==> config.mk <==
export PLATFORM = sky130hd
export DESIGN_NAME = instr_sequencer
export DESIGN_NICKNAME = d
export VERILOG_FILES = /design/src/rtl/cpu_isa_pkg.sv /design/src/rtl/prog_ram.sv /design/src/rtl/instr_sequencer.sv
export SDC_FILE = /design/constraint.sdc
export NUM_CORES = 1
export LEC_CHECK = 0
export BUFFER_PORTS_ARGS = -buffer_cell sky130_fd_sc_hd__buf_2
export CAP_MARGIN = 20
export CELL_PAD_IN_SITES_DETAIL_PLACEMENT = 1
export CELL_PAD_IN_SITES_GLOBAL_PLACEMENT = 1
export CORE_AREA = 8 8 165 182
export DETAILED_ROUTE_END_ITERATION = 10
export DIE_AREA = 0 0 173 190
export PLACE_DENSITY = 0.54
export SLEW_MARGIN = 0
export SYNTH_ARGS = -nofsm -noshare
export SYNTH_HDL_FRONTEND = slang
export SYNTH_SLANG_ARGS = --single-unit
==> constraint.sdc <==
create_clock -name clk -period 3.1 [get_ports clk]
set_input_delay 0.31 -clock clk [delete_from_list [all_inputs] [get_ports clk]]
set_output_delay 0.31 -clock clk [all_outputs]
set_load 0.005 [all_outputs]
==> src/rtl/cpu_isa_pkg.sv <==
// Shared ISA constants and sequencer state encoding for the CPU control-unit side.
package cpu_isa_pkg;

    localparam int OPC_MSB = 8;
    localparam int OPC_LSB = 6;
    localparam int RX_MSB  = 5;
    localparam int RX_LSB  = 3;
    localparam int RY_MSB  = 2;
    localparam int RY_LSB  = 0;

    localparam logic [2:0] OP_MOV  = 3'b000;
    localparam logic [2:0] OP_MOVI = 3'b001;
    localparam logic [2:0] OP_ADD  = 3'b010;
    localparam logic [2:0] OP_SUB  = 3'b011;
    localparam logic [2:0] OP_MOVO = 3'b100;
    localparam logic [2:0] OP_NOP5 = 3'b101;
    localparam logic [2:0] OP_NOP6 = 3'b110;
    localparam logic [2:0] OP_HALT = 3'b111;

    typedef enum logic [2:0] {
        SEQ_IDLE   = 3'd0,
        SEQ_DECODE = 3'd1,
        SEQ_ISSUE  = 3'd2,
        SEQ_WAIT   = 3'd3,
        SEQ_ERR    = 3'd4
    } seq_state_t;

    typedef enum logic [1:0] {
        CLS_ISSUE = 2'd0,
        CLS_NOP   = 2'd1,
        CLS_HALT  = 2'd2
    } op_class_t;

    // Opcodes without a CU meaning are stepped over rather than trapped.
    function automatic op_class_t op_class(input logic [2:0] opc);
        case (opc)
            OP_HALT:          return CLS_HALT;
            OP_NOP5, OP_NOP6: return CLS_NOP;
            default:          return CLS_ISSUE;
        endcase
    endfunction

endpackage

==> src/rtl/prog_ram.sv <==
// Program store: one synchronous write port, two combinational reads (word at pc and pc+1).
module prog_ram
    import cpu_isa_pkg::*;
#(
    parameter int DEPTH = 16,
    parameter int AW    = 4,
    parameter int DW    = 9
) (
    input  logic          clk,
    input  logic          i_we,
    input  logic [AW-1:0] i_waddr,
    input  logic [DW-1:0] i_wdata,
    input  logic [AW-1:0] i_raddr,
    output logic [DW-1:0] o_rdata0,
    output logic [DW-1:0] o_rdata1
);

    logic [DW-1:0] r_mem [DEPTH];
    logic [AW-1:0] w_raddr1;

    always_ff @(posedge clk) begin
        if (i_we)
            r_mem[i_waddr] <= i_wdata;
    end

    // Wraps at the top address; the sequencer never consumes that wrapped word.
    assign w_raddr1 = i_raddr + 1'b1;
    assign o_rdata0 = r_mem[i_raddr];
    assign o_rdata1 = r_mem[w_raddr1];

endmodule

==> src/rtl/instr_sequencer.sv <==
// Instruction-issue engine: walks the loaded program and drives the CU din/run pins,
// advancing on each done from the CU.
//
// state      | meaning
// -----------+-----------------------------------------------------------
// SEQ_IDLE   | not running; program may be loaded; waits for start
// SEQ_DECODE | examine mem[pc]: finish, skip NOP, flag bad movi, or issue
// SEQ_ISSUE  | first run cycle; movi swaps din to its immediate word
// SEQ_WAIT   | run held, timer counting down until done or timeout
// SEQ_ERR    | halted on timeout/program error; only start or reset exits
module instr_sequencer
    import cpu_isa_pkg::*;
#(
    parameter int DEPTH   = 16,
    parameter int AW      = 4,
    parameter int DW      = 9,
    parameter int TIMEOUT = 15
) (
    input  logic          clk,
    input  logic          rstn,
    input  logic          i_prog_we,
    input  logic [AW-1:0] i_prog_addr,
    input  logic [DW-1:0] i_prog_wdata,
    input  logic [AW:0]   i_prog_len,
    input  logic          i_start,
    input  logic          i_done,
    output logic [DW-1:0] o_din,
    output logic          o_run,
    output logic          o_busy,
    output logic          o_finished,
    output logic          o_timeout_err,
    output logic          o_prog_err,
    output logic [AW:0]   o_pc,
    output logic [7:0]    o_instr_count
);

    localparam int TW = $clog2(TIMEOUT + 1);

    seq_state_t    r_state;
    logic [DW-1:0] r_din;
    logic          r_run;
    logic          r_busy;
    logic          r_finished;
    logic          r_timeout_err;
    logic          r_prog_err;
    logic [AW:0]   r_pc;
    logic [AW:0]   r_len;
    logic [7:0]    r_count;
    logic          r_movi;
    logic [TW-1:0] r_timer;

    logic [DW-1:0] w_rd0;
    logic [DW-1:0] w_rd1;
    logic [2:0]    w_opc;
    op_class_t     w_cls;
    logic          w_is_movi;
    logic [AW:0]   w_pc_inc;
    logic          w_mem_we;

    // Loading is locked out while a program is executing.
    assign w_mem_we = i_prog_we & ~r_busy;

    prog_ram #(
        .DEPTH (DEPTH),
        .AW    (AW),
        .DW    (DW)
    ) u_prog_ram (
        .clk      (clk),
        .i_we     (w_mem_we),
        .i_waddr  (i_prog_addr),
        .i_wdata  (i_prog_wdata),
        .i_raddr  (r_pc[AW-1:0]),
        .o_rdata0 (w_rd0),
        .o_rdata1 (w_rd1)
    );

    assign w_opc     = w_rd0[OPC_MSB:OPC_LSB];
    assign w_cls     = op_class(w_opc);
    assign w_is_movi = (w_opc == OP_MOVI);
    assign w_pc_inc  = r_pc + (AW+1)'(1);

    always_ff @(posedge clk) begin
        if (!rstn) begin
            r_state       <= SEQ_IDLE;
            r_din         <= '0;
            r_run         <= 1'b0;
            r_busy        <= 1'b0;
            r_finished    <= 1'b0;
            r_timeout_err <= 1'b0;
            r_prog_err    <= 1'b0;
            r_pc          <= '0;
            r_len         <= '0;
            r_count       <= '0;
            r_movi        <= 1'b0;
            r_timer       <= '0;
        end else begin
            r_finished <= 1'b0;
            case (r_state)
                SEQ_IDLE, SEQ_ERR: begin
                    if (i_start) begin
                        r_pc          <= '0;
                        r_len         <= i_prog_len;
                        r_timeout_err <= 1'b0;
                        r_prog_err    <= 1'b0;
                        r_count       <= '0;
                        if (i_prog_len == '0) begin
                            r_finished <= 1'b1;
                            r_state    <= SEQ_IDLE;
                        end else begin
                            r_busy  <= 1'b1;
                            r_state <= SEQ_DECODE;
                        end
                    end
                end

                SEQ_DECODE: begin
                    if (r_pc == r_len || w_cls == CLS_HALT) begin
                        r_finished <= 1'b1;
                        r_busy     <= 1'b0;
                        r_state    <= SEQ_IDLE;
                    end else if (w_cls == CLS_NOP) begin
                        r_pc <= w_pc_inc;
                    end else if (w_is_movi && w_pc_inc == r_len) begin
                        // movi needs a following immediate word that is not there
                        r_prog_err <= 1'b1;
                        r_busy     <= 1'b0;
                        r_state    <= SEQ_ERR;
                    end else begin
                        r_din   <= w_rd0;
                        r_run   <= 1'b1;
                        r_movi  <= w_is_movi;
                        r_timer <= TW'(TIMEOUT - 1);
                        r_state <= SEQ_ISSUE;
                    end
                end

                SEQ_ISSUE: begin
                    if (r_movi)
                        r_din <= w_rd1;
                    if (r_timer != '0)
                        r_timer <= r_timer - 1'b1;
                    r_state <= SEQ_WAIT;
                end

                SEQ_WAIT: begin
                    if (i_done) begin
                        r_run   <= 1'b0;
                        r_din   <= '0;
                        r_pc    <= r_pc + (r_movi ? (AW+1)'(2) : (AW+1)'(1));
                        if (r_count != 8'hFF)
                            r_count <= r_count + 8'd1;
                        r_state <= SEQ_DECODE;
                    end else if (r_timer == '0) begin
                        // run has been high TIMEOUT cycles counting the ISSUE cycle
                        r_run         <= 1'b0;
                        r_din         <= '0;
                        r_timeout_err <= 1'b1;
                        r_busy        <= 1'b0;
                        r_state       <= SEQ_ERR;
                    end else begin
                        r_timer <= r_timer - 1'b1;
                    end
                end

                default: begin
                    r_run   <= 1'b0;
                    r_busy  <= 1'b0;
                    r_state <= SEQ_IDLE;
                end
            endcase
        end
    end

    assign o_din         = r_din;
    assign o_run         = r_run;
    assign o_busy        = r_busy;
    assign o_finished    = r_finished;
    assign o_timeout_err = r_timeout_err;
    assign o_prog_err    = r_prog_err;
    assign o_pc          = r_pc;
    assign o_instr_count = r_count;

endmodule

Word level (Yosys, flattened, before mapping) --
Memory sizes are Yosys's and may differ from the RTL's. A register that Yosys moved wholly into a read port is not among the register bits. Cells that the tools add are included.
Word-level totals: flip-flop bits (word level) 40, memory bits (writable) 144, input port bits 23, logic and storage cells 141, memories 1
Cells by class: add/subtract/negate cells 5, equal/unequal tests 30, mux-type cells 62, bitwise logic cells 7, reduce and logical (&&, ||, !) cells 24
Memories:
- u_prog_ram.r_mem | depth 16, bits a word 9, read ports 2, clocked after memory_dff 1, wr ports 1, RTL line prog_ram.sv:18 | logic [DW-1:0] r_mem [DEPTH];
Operator list (count):
- 2-to-1 mux 9 bit | 6
- 2-to-1 mux 4 bit | 8
- != test 2 bit, second input constant | 14
- case mux 9 bit (3 select lines) | 1
- 2-to-1 mux 8 bit | 3
- 2-to-1 mux 1 bit | 23
- 2-to-1 mux 5 bit | 4
- 2-to-1 mux 3 bit | 6
- case mux 8 bit (2 select lines) | 1
- case mux 5 bit (3 select lines) | 1
- AND reduction 5 bit | 3
- AND reduction 7 bit | 2
- == test 3 bit, second input constant | 4
- case mux 3 bit (4 select lines) | 1
- case mux 4 bit (3 select lines) | 1
- AND reduction 4 bit | 3
- == test 5 bit | 2
- != test 3 bit, second input constant | 3
- adder 8 x 1 -> 8 bit, second input constant | 1
- != test 8 bit, second input constant | 1
- == test 3 x 1 -> 1 bit, second input constant | 2
- == test 3 x 2 -> 1 bit, second input constant | 2
- inverter 1 bit | 6
- case mux 1 bit (2 select lines) | 3
- other kinds (24) | 27

Longest topological paths before layout --
depth after elaboration 9, mapped depth 10, gate-level depth less buffers 9

Cells and area by module --
From an unflattened synthesis, not the netlist that was laid out.
Second synthesis, totals: cells, all modules 623, area, all modules 9186.3 µm²
By module, submodules not included:
- prog_ram | instances 1, cells an instance 342, area each 6840.3 µm², seq. area each 4324.1 µm²
- instr_sequencer | instances 1, cells an instance 281, area each 2346.0 µm², seq. area each 800.8 µm²

Worst setup path before layout --
Ideal clock, no wire load.
kind register to register, from register r_pc[0] (netlist: o_pc[0]), to register r_din[4] (netlist: o_din[4]), setup time 0.139 ns, arrival time 2.470 ns, slack 0.491 ns, stages on the path, launching flop included 10, path through dfxtp_1 ha_1 buf_4 buf_2 buf_2 mux4_2 mux2i_1 a21oi_1 a22oi_1 a311oi_1
On the way: longest elaborated chain between the ends 5
RTL lines:
- start, declared | RTL line instr_sequencer.sv:46 | logic [AW:0] r_pc;
- start signal, assigned | RTL line instr_sequencer.sv:122 | r_pc <= w_pc_inc;
- start signal, assigned | RTL line instr_sequencer.sv:149 | r_pc <= r_pc + (r_movi ? (AW+1)'(2) : (AW+1)'(1));
- branches (longest 5 deep; another with memory read (16 x 9 bit))
- end signal, assigned | RTL line instr_sequencer.sv:129 | r_din <= w_rd0;
- end signal, assigned | RTL line instr_sequencer.sv:139 | r_din <= w_rd1;
- end, declared | RTL line instr_sequencer.sv:40 | logic [DW-1:0] r_din;
Several ways; the timed one is not identified. The select of a mux whose other input is x is not followed. A chain may end at the register's enable or synchronous reset.

==> run_results.csv <==
group,metric,value,unit
outcome,outcome,"completed",
critical_path,cp.depth,5,
route,met3WireLength,1280,µm
critical_path,critical_path_arrival,3.24,ns
route,drc_errors,0,
timing,worst_slack,0.179,ns
clock_network,clock_path_buffers,2,
job,cap_violations,0,
timing,fin_crit_sh,0.942,
critical_path,r2r_end,"o_din[3]",
synth,synth-compound-area-share,0.0899,
synth,synth_edf_count,144,
timing,setup-tns-final,0,ns
clock_network,ctsHtreeMaxLevel,4,
route,finalWirelength,27200,µm
route,top_layer,"met5",
critical_path,rrSetupSlack,0.18,ns
clock_network,cts_sinks,188,
place,gp_congestion,0.794,
global_routing,first_global_vias,6786,
finish,nNetsFinal,743,
timing,skew,0.0201,ns
clock_network,clk_latency,0.45,ns
floorplanning,chipWidth,173,µm
clock_network,cts_hold_buf,0,
critical_path,worst-path-buf-inv,0,
synth,synth-main-ff-cell,"edfxtp_1",
critical_path,critical_path.top_delay_family,"multiplexers",
synth,synth_top_family_by_area,"multiplexers",
timing,finalWorstPathRequiredPeriod,2.92,ns
power,netSwitchingFraction,0.320,
clock_network,path_clk_slew,0.08,ns
route,firstDrtPassIters,5,
global_routing,grt_pass1_wl,41700,µm
global_routing,grt_max_degree,43,
synth,synth_area_leaders,"edfxtp_1 (47%), mux4_2 (19%), dfxtp_1 (9.5%)",
route,drtIter0Drc,338,
critical_path,startpoint_type,"flip-flop",
floorplanning,die_y,190,µm
power,p_switching,2320,µW
timing,report.final.slew_viol_count,0,
synth,postSynthCellCount,634,
floorplanning,die_area,0.0329,mm²
synth,synth_area_leader_cell,"edfxtp_1",
synth,synthArstFlopShare,0,
synth,syn_area_per_cell,14.6,µm²
finish,final_cell_mix,"edfxtp_1 (144), mux4_2 (78), buf_2 (49), nand2_1 (47), buf_4 (47)",
synth,ys_ff_latch,188,
power,clkPwrFrac,0.328,
finish,final_cells,1085,
global_routing,antenna_found_initial,2,
floorplanning,std_cell_rows,63,
finish,mostFrequentLayoutCell,"edfxtp_1",
clock_network,cts_made_buffers,17,
synth,syn_nets,663,
critical_path,cp_common_cell,"mux4_2",
critical_path,cp.required,3.42,ns
synth,synth-xor-area-share,0.0175,
timing,timing.hold.ws,0.123,ns
route,ant_nets,0,
floorplanning,initial_core_util,0.346,
timing,worstMarginPinSlew,0.686,ns
place,dp_hpwl,19100,µm
power,seq_power_share,0.405,
global_routing,track_usage,0.167,
finish,layout-drive-gt1-share,0.312,
synth,yosysWarningCount,0,
timing,max_freq,0.342,GHz
critical_path,crit_path_cell_trace,"mux4_2, mux4_2, o211ai_4, a21oi_1, a311oi_1",
critical_path,crit_slowest_cell,"mux4_2",
power,peakVddDrop,318,µV
critical_path,slowest_delay,0.64,ns
timing,rsz0062_at_grt,"false",
synth,synthSimpleGateAreaFrac,0.0877,
critical_path,crit_fanout,18,
floorplanning,io_pins,50,
power,p_leak,0.00364,µW
critical_path,crit_type,"reg -> reg",
synth,muxShareOfSynthArea,0.210,
timing,hold_viol_final,0,
clock_network,cts_root_buf,"clkbuf_16",
worst_hold_path,hold_path_depth,3,
timing,relSlewSlack,0.539,
synth,ys_seq_area_frac,0.560,
route,via_per_inst,5.64,
place,dp_cells,1052,
power,power.density,669,mW/mm²
synth,yosysUniqueCellTypes,72,
route,dr_total_vias,6120,
synth,synthAdderAreaFrac,0.00889,
clock_network,cts_setup_buffers,0,
finish,area_growth,17.0,%
critical_path,rr_worst_depth,5,
worst_hold_path,hold_class,"in -> reg",
global_routing,grt-ovfl-total,0,
timing,setup-violations-final,0,
critical_path,end_kind,"flip-flop",
route,wl_met2,14300,µm
synth,syn_area,0.00929,mm²
clock_network,ctsResizeCount,0,
floorplanning,fp.coreArea,0.0268,mm²
clock_network,cts_tree,"yes",
critical_path,endpoint,"o_din[3]",
route,met1_length,11200,µm
power,p_int,4940,µW
synth,synth_top_cell_area_share,0.466,
place,port_buffers,49,
place,dp_slack,0.147,ns
route,wl_per_cell,25.1,µm
power,comb_power_share,0.267,
==> area by class of cell <==
type,instances,area (µm²)
clock inverters,15,228
multi-input cells,396,3870
clock buffers,17,425
flip-flops and latches,188,5210
inverters,13,48.8
fillers,2763,15900
repair buffers,98,638
diodes,1,2.50
well taps,357,447
==> how the worst min path moves through the flow <==
stage	slack, ns	from	end
floorplan	0.41	i_prog_wdata[0]	u_prog_ram.r_mem[0][0]
global placement	0.46	o_prog_err	o_prog_err
detailed placement	0.47	r_len[4]	r_len[4]
CTS	0.11	i_prog_len[3]	r_len[3]
global route	0.11	i_prog_len[0]	r_len[0]
finish	0.12	i_prog_len[0]	r_len[0]
==> state kept, by name, summed over array words and instances, names as in the netlist, named ones only <==
register	cells
o_prog_err	1
o_instr_count	8
o_din	9
o_busy	1
r_timer	4
o_finished	1
o_timeout_err	1
r_len	5
o_run	1
r_movi	1
r_state	3
u_prog_ram.r_mem	144
o_pc	5
==> per-layer routing <==
metal | track usage | vias to the layer above
met5 | 0 | -
met4 | 0.0561 | 2
met3 | 0.0395 | 34
met2 | 0.300 | 163
met1 | 0.193 | 3217
li1 | - | 2704
==> cells by family (layout without fill, tap and decap cells) <==
family	after synthesis	count (layout)
other	0	1
adder cells (fa/ha/maj)	6	6
AO/OA/AOI/OAI	117	117
flip-flops	188	188
buffers and inverters	50	143
XOR/XNOR	17	17
AND/OR/NAND/NOR	159	159
multiplexers	97	97
==> worst register-to-register path: cells and delay by family (launching register included) <==
kind               cells  cell delay [ns]
AOI/OAI and AO/OA      3             1.02
muxes                  2             1.21
DFF                    1             0.58
==> power groups by stage <==
stage | Sequential, µW | Combinational (µW) | Clock [µW]
floorplan | 2930 | 1400 | 0
global placement | 3000 | 1920 | 0
detailed placement | 3000 | 1970 | 0
CTS | 2940 | 1970 | 2440
global route | 2960 | 2110 | 2520
finish | 2940 | 1940 | 2390
==> cells in the mapped netlist (2+ instances only) <==
library cell,n
mux4_2,78
nand4_1,6
and3_1,4
a21oi_1,36
a211oi_1,12
inv_1,12
o221a_1,2
nor4b_1,2
o21ai_0,11
nand2_1,47
o21ai_1,2
nand3_1,6
xnor2_1,10
buf_6,3
o211ai_1,2
a21o_1,3
nor2b_1,14
nor3_1,12
buf_1,2
nor2_1,36
buf_4,3
o22ai_1,2
buf_2,13
ha_1,5
xor2_1,6
edfxtp_1,144
mux2_1,2
nand2b_1,12
and2_1,3
o21a_1,2
a31oi_1,3
or3_1,2
a21boi_0,2
mux2i_1,17
o22a_1,2
a22oi_1,13
a311oi_1,9
dfxtp_1,44
o31a_1,2
clkbuf_1,16
==> metrics by stage <==
step / cell area, µm² / power, µW / utilization
2_1_floorplan: 9290 / 4340 / -
3_3_place_gp: 10200 / 4910 / 0.381
3_5_place_dp: 10200 / 4970 / 0.381
4_1_cts: 10900 / 7360 / 0.405
5_1_grt: 10900 / 7590 / 0.405
6_report: 10900 / 7270 / 0.405
No activity file was read; power rests on OpenSTA's default activity.
